==> src/rtl/pwm_duty_ramp_if.sv <==
// Configuration handshake between the sensor controller and the PWM duty ramp.
// The master offers a (period, duty, step) setting; the slave answers with ready.
interface pwm_duty_ramp_if #(
    parameter int unsigned WIDTH = 16
);
    logic             cfg_valid;
    logic             cfg_ready;
    logic [WIDTH-1:0] cfg_period;
    logic [WIDTH-1:0] cfg_duty;
    logic [WIDTH-1:0] cfg_step;

    modport master (
        output cfg_valid,
        output cfg_period,
        output cfg_duty,
        output cfg_step,
        input  cfg_ready
    );

    modport slave (
        input  cfg_valid,
        input  cfg_period,
        input  cfg_duty,
        input  cfg_step,
        output cfg_ready
    );
endinterface

==> src/rtl/pwm_duty_ramp.sv <==
// PWM duty ramp: takes a new period/duty/step setting, applies the period on the
// next PWM wrap, then walks the compare value toward the target by 'step' per
// PWM period so the emitter soft-starts without glitches.
//
// state | meaning
// ------+---------------------------------------------------------------
// IDLE  | duty_cmp holds; wraps ignored; new setting accepted
// PEND  | setting latched, waiting for a wrap to apply period_max
// RAMP  | stepping duty_cmp toward target on each wrap
module pwm_duty_ramp #(
    parameter int unsigned WIDTH          = 16,
    parameter int unsigned DEFAULT_PERIOD = 1500,
    parameter int unsigned MIN_PERIOD     = 1
) (
    input  logic             clock,
    input  logic             reset,
    pwm_duty_ramp_if.slave   cfg,
    input  logic             wrap_tick,
    output logic [WIDTH-1:0] period_max,
    output logic [WIDTH-1:0] duty_cmp,
    output logic             busy,
    output logic             at_target
);

    typedef enum logic [1:0] {
        IDLE = 2'd0,
        PEND = 2'd1,
        RAMP = 2'd2
    } state_t;

    localparam logic [WIDTH-1:0] DEF_PERIOD = WIDTH'(DEFAULT_PERIOD);
    localparam logic [WIDTH-1:0] MIN_PER    = WIDTH'(MIN_PERIOD);
    localparam logic [WIDTH:0]   ONE_W      = (WIDTH+1)'(1);

    state_t           state_q, state_d;
    logic [WIDTH-1:0] period_max_q, period_max_d;
    logic [WIDTH-1:0] duty_cmp_q, duty_cmp_d;
    logic [WIDTH-1:0] target_q, target_d;
    logic [WIDTH-1:0] step_q, step_d;
    logic [WIDTH-1:0] shadow_q, shadow_d;
    logic             cfg_ready_q, cfg_ready_d;
    logic             busy_q, busy_d;
    logic             at_target_q, at_target_d;

    logic             accept;
    logic [WIDTH-1:0] req_period;
    logic [WIDTH:0]   req_period_p1;
    logic [WIDTH-1:0] req_target;
    logic [WIDTH:0]   shadow_p1;
    logic             ramp_up;
    logic [WIDTH:0]   diff;

    assign accept = cfg.cfg_valid & cfg_ready_q;

    // Request clamping and ramp distance, computed purely from registered state and cfg inputs.
    always_comb begin
        req_period    = (cfg.cfg_period < MIN_PER) ? MIN_PER : cfg.cfg_period;
        req_period_p1 = {1'b0, req_period} + ONE_W;
        if ({1'b0, cfg.cfg_duty} < req_period_p1) begin
            req_target = cfg.cfg_duty;
        end else if (req_period_p1[WIDTH]) begin
            req_target = '1;
        end else begin
            req_target = req_period_p1[WIDTH-1:0];
        end
        shadow_p1 = {1'b0, shadow_q} + ONE_W;
        ramp_up   = (target_q >= duty_cmp_q);
        diff      = ramp_up ? ({1'b0, target_q} - {1'b0, duty_cmp_q})
                            : ({1'b0, duty_cmp_q} - {1'b0, target_q});
    end

    // Next-state logic: wrap handling for the current state first, then a new
    // setting overrides state/target so a colliding step still uses the old target.
    always_comb begin
        state_d      = state_q;
        period_max_d = period_max_q;
        duty_cmp_d   = duty_cmp_q;
        target_d     = target_q;
        step_d       = step_q;
        shadow_d     = shadow_q;

        case (state_q)
            PEND: begin
                if (wrap_tick) begin
                    period_max_d = shadow_q;
                    // shadow_p1 can only reach 2^WIDTH when duty cannot exceed it
                    if ({1'b0, duty_cmp_q} > shadow_p1) begin
                        duty_cmp_d = shadow_p1[WIDTH-1:0];
                    end
                    state_d = RAMP;
                end
            end
            RAMP: begin
                if (wrap_tick) begin
                    if ((step_q == '0) || (diff <= {1'b0, step_q})) begin
                        duty_cmp_d = target_q;
                        state_d    = IDLE;
                    end else if (ramp_up) begin
                        duty_cmp_d = duty_cmp_q + step_q;
                    end else begin
                        duty_cmp_d = duty_cmp_q - step_q;
                    end
                end
            end
            default: ;
        endcase

        if (accept) begin
            shadow_d = req_period;
            target_d = req_target;
            step_d   = cfg.cfg_step;
            state_d  = PEND;
        end

        cfg_ready_d = (state_d != PEND);
        busy_d      = (state_d != IDLE);
        at_target_d = (state_d == IDLE) && (duty_cmp_d == target_d);
    end

    // State and registered outputs.
    always_ff @(posedge clock or posedge reset) begin
        if (reset) begin
            state_q      <= IDLE;
            period_max_q <= DEF_PERIOD;
            duty_cmp_q   <= '0;
            target_q     <= '0;
            step_q       <= '0;
            shadow_q     <= DEF_PERIOD;
            cfg_ready_q  <= 1'b1;
            busy_q       <= 1'b0;
            at_target_q  <= 1'b1;
        end else begin
            state_q      <= state_d;
            period_max_q <= period_max_d;
            duty_cmp_q   <= duty_cmp_d;
            target_q     <= target_d;
            step_q       <= step_d;
            shadow_q     <= shadow_d;
            cfg_ready_q  <= cfg_ready_d;
            busy_q       <= busy_d;
            at_target_q  <= at_target_d;
        end
    end

    assign cfg.cfg_ready = cfg_ready_q;
    assign period_max    = period_max_q;
    assign duty_cmp      = duty_cmp_q;
    assign busy          = busy_q;
    assign at_target     = at_target_q;

endmodule
==> src/flat_wrapper.sv <==
// flat-port wrapper written by rule: the top's interface ports become plain ports
module pwm_duty_ramp_flat 
#(
    parameter int unsigned WIDTH          = 16,
    parameter int unsigned DEFAULT_PERIOD = 1500,
    parameter int unsigned MIN_PERIOD     = 1
)
  (clock, reset, wrap_tick, period_max, duty_cmp, busy, at_target, cfg_cfg_valid, cfg_cfg_period, cfg_cfg_duty, cfg_cfg_step, cfg_cfg_ready);
  pwm_duty_ramp_if #(.WIDTH(WIDTH)) cfg_i ();
  input  logic clock;
  input  logic reset;
  input  logic wrap_tick;
  output logic [WIDTH-1:0] period_max;
  output logic [WIDTH-1:0] duty_cmp;
  output logic busy;
  output logic at_target;
  input wire logic [$bits(cfg_i.cfg_valid)-1:0] cfg_cfg_valid;
  input wire logic [$bits(cfg_i.cfg_period)-1:0] cfg_cfg_period;
  input wire logic [$bits(cfg_i.cfg_duty)-1:0] cfg_cfg_duty;
  input wire logic [$bits(cfg_i.cfg_step)-1:0] cfg_cfg_step;
  output wire logic [$bits(cfg_i.cfg_ready)-1:0] cfg_cfg_ready;
  assign cfg_i.cfg_valid = cfg_cfg_valid;
  assign cfg_i.cfg_period = cfg_cfg_period;
  assign cfg_i.cfg_duty = cfg_cfg_duty;
  assign cfg_i.cfg_step = cfg_cfg_step;
  assign cfg_cfg_ready = cfg_i.cfg_ready;
  pwm_duty_ramp #(.WIDTH(WIDTH), .DEFAULT_PERIOD(DEFAULT_PERIOD), .MIN_PERIOD(MIN_PERIOD)) u_core (.clock(clock), .reset(reset), .cfg(cfg_i), .wrap_tick(wrap_tick), .period_max(period_max), .duty_cmp(duty_cmp), .busy(busy), .at_target(at_target));
endmodule
==> config.mk <==
export PLATFORM = sky130hd
export DESIGN_NAME = pwm_duty_ramp_flat
export DESIGN_NICKNAME = d
export VERILOG_FILES = /design/src/rtl/pwm_duty_ramp_if.sv /design/src/rtl/pwm_duty_ramp.sv /design/src/flat_wrapper.sv
export SDC_FILE = /design/constraint.sdc
export NUM_CORES = 1
export LEC_CHECK = 0
export BUFFER_PORTS_ARGS = -buffer_cell sky130_fd_sc_hd__buf_4
export CAP_MARGIN = 10
export CORE_ASPECT_RATIO = 0.75
export CORE_UTILIZATION = 25
export CTS_CLUSTER_SIZE = 14
export DETAILED_ROUTE_END_ITERATION = 10
export HOLD_SLACK_MARGIN = 0.1
export PLACE_DENSITY_LB_ADDON = 0.3
export SYNTH_ARGS = -nofsm -noshare
export SYNTH_HDL_FRONTEND = slang
export SYNTH_SLANG_ARGS = --single-unit
==> constraint.sdc <==
create_clock -name clock -period 6.35 [get_ports clock]
set_input_delay 0.3175 -clock clock [delete_from_list [all_inputs] [get_ports clock]]
set_output_delay 0.3175 -clock clock [all_outputs]
set_load 0.05 [all_outputs]
Word level (Yosys, flattened, before mapping):

Cells that the tools add are included.

* magnitude comparators: 5
* equality and inequality tests: 4
* multiplexer cells: 16
* bitwise operators: 1
* reduce and logical (&&, ||, !) cells: 6
* $add $sub $neg: 6

Operator list (count)
* $mux 16: 9
* $add 16x1->17 const B: 2
* $sub 16x16->17: 2
* $pmux 16 s2: 1
* $gt 16x17->1: 1
* $le 17x16->1: 1
* $lt 16x17->1: 1
* $mux 17: 1
* $add 16x16->16: 1
* $eq 16x16->1: 1
* $ge 16x16->1: 1
* $logic_not 16->1: 1
* $lt 16x1->1 const B: 1
* $sub 16x16->16: 1
* $mux 2: 4
* $pmux 2 s2: 1
* $eq 2x1->1 const B: 1
* $eq 2x2->1 const B: 1
* $logic_not 2->1: 1
* $ne 2x1->1 const B: 1
* $reduce_and 2->1: 1
* $reduce_bool 2->1: 1
* $and 1x1->1: 1
* $logic_and 1x1->1: 1
* $logic_or 1x1->1: 1

* output and inout bits: 35
* flip-flop bits (word level): 85
* word-level logic and storage cells: 47
* input bits: 52

Depth between registers and ports, before layout:

* depth after elaboration: 10
* gate-level depth with buffers: 28
* depth with buffers taken out: 27

Least setup slack after synthesis:

No wires, ideal clock.

* path type: register -> register
* start: register u_core.duty_cmp_q[1], in the netlist u_core.duty_cmp[1]
* end: register u_core.at_target_q, in the netlist u_core.at_target
* buffers on the path: 2
* period minus slack after synthesis: 6.095 ns
* arrival: 6.005 ns
* setup slack: 0.255 ns
* cell stages (with the launch flop): 24
* required time: 6.260 ns
* setup time: 0.090 ns
* cells stage by stage: dfrtp_1 inv_1 ha_1 and3_1 a221o_1 a41o_1 a31oi_4 clkbuf_1 clkbuf_1 and2_1 xnor2_1 ha_1 nor2b_1 o2111ai_1 a21oi_1 or3_1 or4_1 nand4b_1 o32ai_1 o31a_1 a21oi_1 xnor2_1 o211ai_1 nor4_2

* elaborated cells on any way between the ends: 22
* classes of those cells: 4 x add/sub; 3 x order compare; 1 x eq/ne; 11 x mux; 3 x reduce/logical

RTL lines
* start, declared: line pwm_duty_ramp.sv:37 `logic [WIDTH-1:0] duty_cmp_q, duty_cmp_d;`
* start signal, assigned: line pwm_duty_ramp.sv:135 `duty_cmp_q <= duty_cmp_d;`
* $sub 16x16->17 (tied with other cells): line pwm_duty_ramp.sv:69 `: ({1'b0, duty_cmp_q} - {1'b0, target_q});`
* $mux 17: line pwm_duty_ramp.sv:68 `diff = ramp_up ? ({1'b0, target_q} - {1'b0, duty_cmp_q})`
* $le 17x16->1: line pwm_duty_ramp.sv:95 `if ((step_q == '0) || (diff <= {1'b0, step_q})) begin`
* $logic_or 1x1->1: line pwm_duty_ramp.sv:95
* $mux 16: line pwm_duty_ramp.sv:95
* $mux 16: line pwm_duty_ramp.sv:94 `if (wrap_tick) begin`
* $pmux 16 s2 *: line pwm_duty_ramp.sv:82 `case (state_q)`
* via u_core.duty_cmp_d[14]: line pwm_duty_ramp.sv:37
* $eq 16x16->1 *: line pwm_duty_ramp.sv:117 `at_target_d = (state_d == IDLE) && (duty_cmp_d == target_d);`
* $logic_and 1x1->1 *: line pwm_duty_ramp.sv:117
* via u_core.at_target_d: line pwm_duty_ramp.sv:43 `logic at_target_q, at_target_d;`
* end signal, assigned: line pwm_duty_ramp.sv:141 `at_target_q <= at_target_d;`
* end, declared: line pwm_duty_ramp.sv:43

The timed path passes the listed nets; every way through them passes the cells marked *.
A chain may end at the register's enable or synchronous reset.

Final worst setup path:

* start: register u_core.target_q[15]
* end: register u_core.at_target_q, in the netlist u_core.at_target

* elaborated cells on any way between the ends: 18
* classes of those cells: 2 x add/sub; 2 x order compare; 1 x eq/ne; 10 x mux; 3 x reduce/logical

RTL lines
* start, declared: line pwm_duty_ramp.sv:38 `logic [WIDTH-1:0] target_q, target_d;`
* start signal, assigned: line pwm_duty_ramp.sv:136 `target_q <= target_d;`
* $sub 16x16->17 (tied with other cells): line pwm_duty_ramp.sv:69
* $mux 17: line pwm_duty_ramp.sv:68
* $le 17x16->1: line pwm_duty_ramp.sv:95
* $logic_or 1x1->1: line pwm_duty_ramp.sv:95
* $mux 16 *: line pwm_duty_ramp.sv:95
* $mux 16 *: line pwm_duty_ramp.sv:94
* $pmux 16 s2 *: line pwm_duty_ramp.sv:82
* via u_core.duty_cmp_d[14]: line pwm_duty_ramp.sv:37
* $eq 16x16->1 *: line pwm_duty_ramp.sv:117
* $logic_and 1x1->1 *: line pwm_duty_ramp.sv:117
* via u_core.at_target_d: line pwm_duty_ramp.sv:43

Marks and branches as above.

==> metrics.md <==
| Metric | Value |
|---|---|
| Status | finished clean |
| CP max stage cell | or4_1 |
| Reg clk slew, reported paths | 0.08 ns |
| Diodes inserted | 0 |
| RSZ-0062 raised after global routing | no |
| CP Launch Type | flip-flop |
| Yosys top cell area share | 0.200 |
| Iteration count of the initial detailed-routing pass | 5 |
| Post-route antenna net violation count | 0 |
| Final setup TNS | 0 ns |
| Biggest area consumer among synthesized cells | dfrtp_1 |
| Async set-reset flop share out of synthesis | 1.00 |
| Vias in the first global route | 7,853 |
| Final setup viols | 0 |
| Post-DP HPWL | 25.0 mm |
| Share of layout cells above drive strength 1 | 0.182 |
| Row count | 58 |
| Largest stage delay on the critical path | 0.63 ns |
| Unique cell type count in the Yosys netlist | 83 |
| Max Root-Sink Buffers | 2 |
| Register area share after synthesis | 0.249 |
| Area Growth Syn to Fin | 19.4% |
| Die span in x | 216 µm |
| Slew Viols, Final | 0 |
| Worst EP required | 6.64 ns |
| IO Count | 87 |
| CP endpoint kind | flip-flop |
| Grt total ovfl | 0 |
| CP Class | reg2reg |
| Dpl ws | 0.164 ns |
| Clk Latency, worst-skew pair | 0.37 ns |
| Core area | 33,700 µm² |
| H-tree depth | 3 |
| Final WL | 31.1 mm |
| Largest net degree at the start of global routing | 65 |
| Chip height | 163 µm |
| DRC viols | 0 |
| Critical Path Start | u_core.target_q[15] |
| Synth Register Bits | 85 |
| Num CTS Buffers | 9 |
| Worst setup margin | 0.364 ns |
| R2R Path Start | u_core.target_q[15] |
| Worst relative slew slack | 0.233 |
| Layout Skew | 0.0143 ns |
| WL per Instance | 19.3 µm |
| Syn nets | 1,212 |
| Synth Flop Type | dfrtp_1 |
| Worst Tran Pin Value | 1.14 ns |
| FILL cells | 3,634 |
| Total of warnings raised by yosys | 0 |
| Top-count cell post-synth | nand2_1 |
| Post-synth EDFFs | 0 |
| Crit path DAT | 6.27 ns |
| CP max FO | 30 |
| Final hold vios | 0 |
| Vias after detailed routing | 8,442 |
| Iter 0 DRT Violations | 723 |
| # nets final | 1,311 |
| Initial antenna violation count | 0 |
| Syn avg cell area | 8.14 µm² |
| First-pass GRT wire length | 47.7 mm |
| I/O Buffers | 86 |
| Placer Congestion | 0.880 |
| Min-delay worst type | in2reg |
| CTS tree | built |
| Clk sink count | 85 |
| Root Driver | clkbuf_16 |
| Initial Utilization | 0.255 |
| Vias per cell | 5.24 |
| Die area | 35,200 µm² |
| Hold Path Origin | cfg_cfg_step[7] |
| Tmin final | 5.99 ns |
| Post-Syn Area | 8610 µm² |
| CP Cell Sequence | ha_1 -> nand4_1 -> or4_1 -> o211ai_2 -> a31oi_4 -> buf_4 -> buf_12 -> and2_1 -> xnor2_1 -> ha_1 -> nor2b_1 -> o2111ai_1 -> a21oi_1 -> or3_1 -> or4_1 -> nand4b_1 -> o32ai_1 -> o31a_1 -> a21oi_1 -> xnor2_1 -> o211ai_1 -> nor4_2 |
| Fmax achieved | 167 MHz |
| Post-Synthesis Cells | 1,058 |
| Post-synth top cells | nand2_1, ha_1, inv_1, a21oi_1, dfrtp_1 |
| GRT Total Usage | 0.177 |
| Total of max-cap violations | 0 |
| Top post-synthesis cells by area | dfrtp_1, ha_1, nand2_1 |
| Tcrit/Tclk final | 0.943 |
state kept, by name (all words and copies together), names as in the netlist:
| name | cells |
|---|---|
| u_core.target_q | 16 |
| u_core.busy | 1 |
| u_core.at_target | 1 |
| u_core.shadow_q | 16 |
| u_core.step_q | 16 |
| u_core.duty_cmp | 16 |
| u_core.state_q | 2 |
| u_core.period_max | 16 |
| u_core.cfg.cfg_ready | 1 |
cells in the final DEF (no fill, tap or decap), types with 4 or more instances in the layout:
cell type	n
a2111oi_0	4
a211oi_1	12
a21o_1	30
a21oi_1	71
a221o_1	6
a22oi_1	4
a31oi_1	6
a41oi_1	4
and2_1	4
and3_1	14
buf_4	129
clkbuf_16	9
dfrtp_1	69
dfstp_2	16
ha_1	98
inv_1	76
mux2_2	21
mux2i_1	13
nand2_1	145
nand3_1	39
nand4_1	22
nor2_1	54
nor2b_1	6
nor3_1	21
nor4_1	10
o211ai_1	10
o21a_1	5
o21ai_0	62
o21bai_1	5
o221ai_1	5
o22ai_1	7
o31ai_1	8
or2_2	4
or3_1	5
or4_1	5
xnor2_1	43
xor2_1	32
path summary, 6_finish.rpt:
check | endpoint | slack, ns | cells after the start
worst max-delay path | u_core.at_target | 0.36 | 22
worst min-delay path | u_core.step_q[7] | 0.16 | 3
worst max register to register | u_core.at_target | 0.36 | 22
worst min register to register | u_core.shadow_q[4] | 0.50 | 2
max in group asynchronous | u_core.shadow_q[15] | 4.60 | 4
min in group asynchronous | u_core.period_max[0] | 0.48 | 3
cell type report:
type	instances	area [µm²]	area share
sequential	85	2150	0.209
clock inverter	6	43.8	0.00426
multi-input combinational	853	6020	0.585
clock buffer	10	229	0.0223
tap	450	563	0.0547
timing repair buffer	131	998	0.0970
inverter	77	290	0.0282
per-stage QoR:
stage                      util  instances  hold WS, ns  area [µm²]
after floorplan               -       1058        0.401        8610
after global placement    0.294       1586        0.331        9910
after detailed placement  0.294       1586        0.323        9910
after CTS                 0.302       1603        0.155       10200
after global routing      0.305       1612        0.161       10300
final                     0.305       1612        0.157       10300
cells by family after synthesis:
logic type | Yosys count | share of synthesized area
flip-flops | 85 | 0.249
adder cells (fa/ha/maj) | 102 | 0.151
AND/OR/NAND/NOR | 352 | 0.198
multiplexers | 35 | 0.0442
XOR/XNOR | 75 | 0.0763
AO/OA/AOI/OAI | 288 | 0.226
buffers and inverters | 121 | 0.0564
per-layer routing:
metal  vias to the layer above  global-route usage  wire length (µm)
met5                         -                   0                 0
met4                         0              0.0496               482
met2                       269               0.258             13200
met3                        29              0.0327              1910
li1                       4044                   -                 -
met1                      4100               0.261             15500
timing repair:
item	in CTS	in global routing
setup buffers	0	8
hold buffers	1	0
endpoints found under the hold margin	7	0
endpoints found under the setup margin	0	1
resized for setup	0	6
critical path: cells and delay by family, from the launching register on:
kind	cells	cell delay (ns)
AO/OA/AOI/OAI	8	1.40
XOR/XNOR	2	0.35
adder cells (fa/ha/maj)	2	0.80
buffers and inverters	2	0.34
flip-flops	1	0.44
AND/OR/NAND/NOR	8	2.54
Power is not shown: default switching activity piles up to over one toggle a cycle in this logic, so the estimate is an artifact.
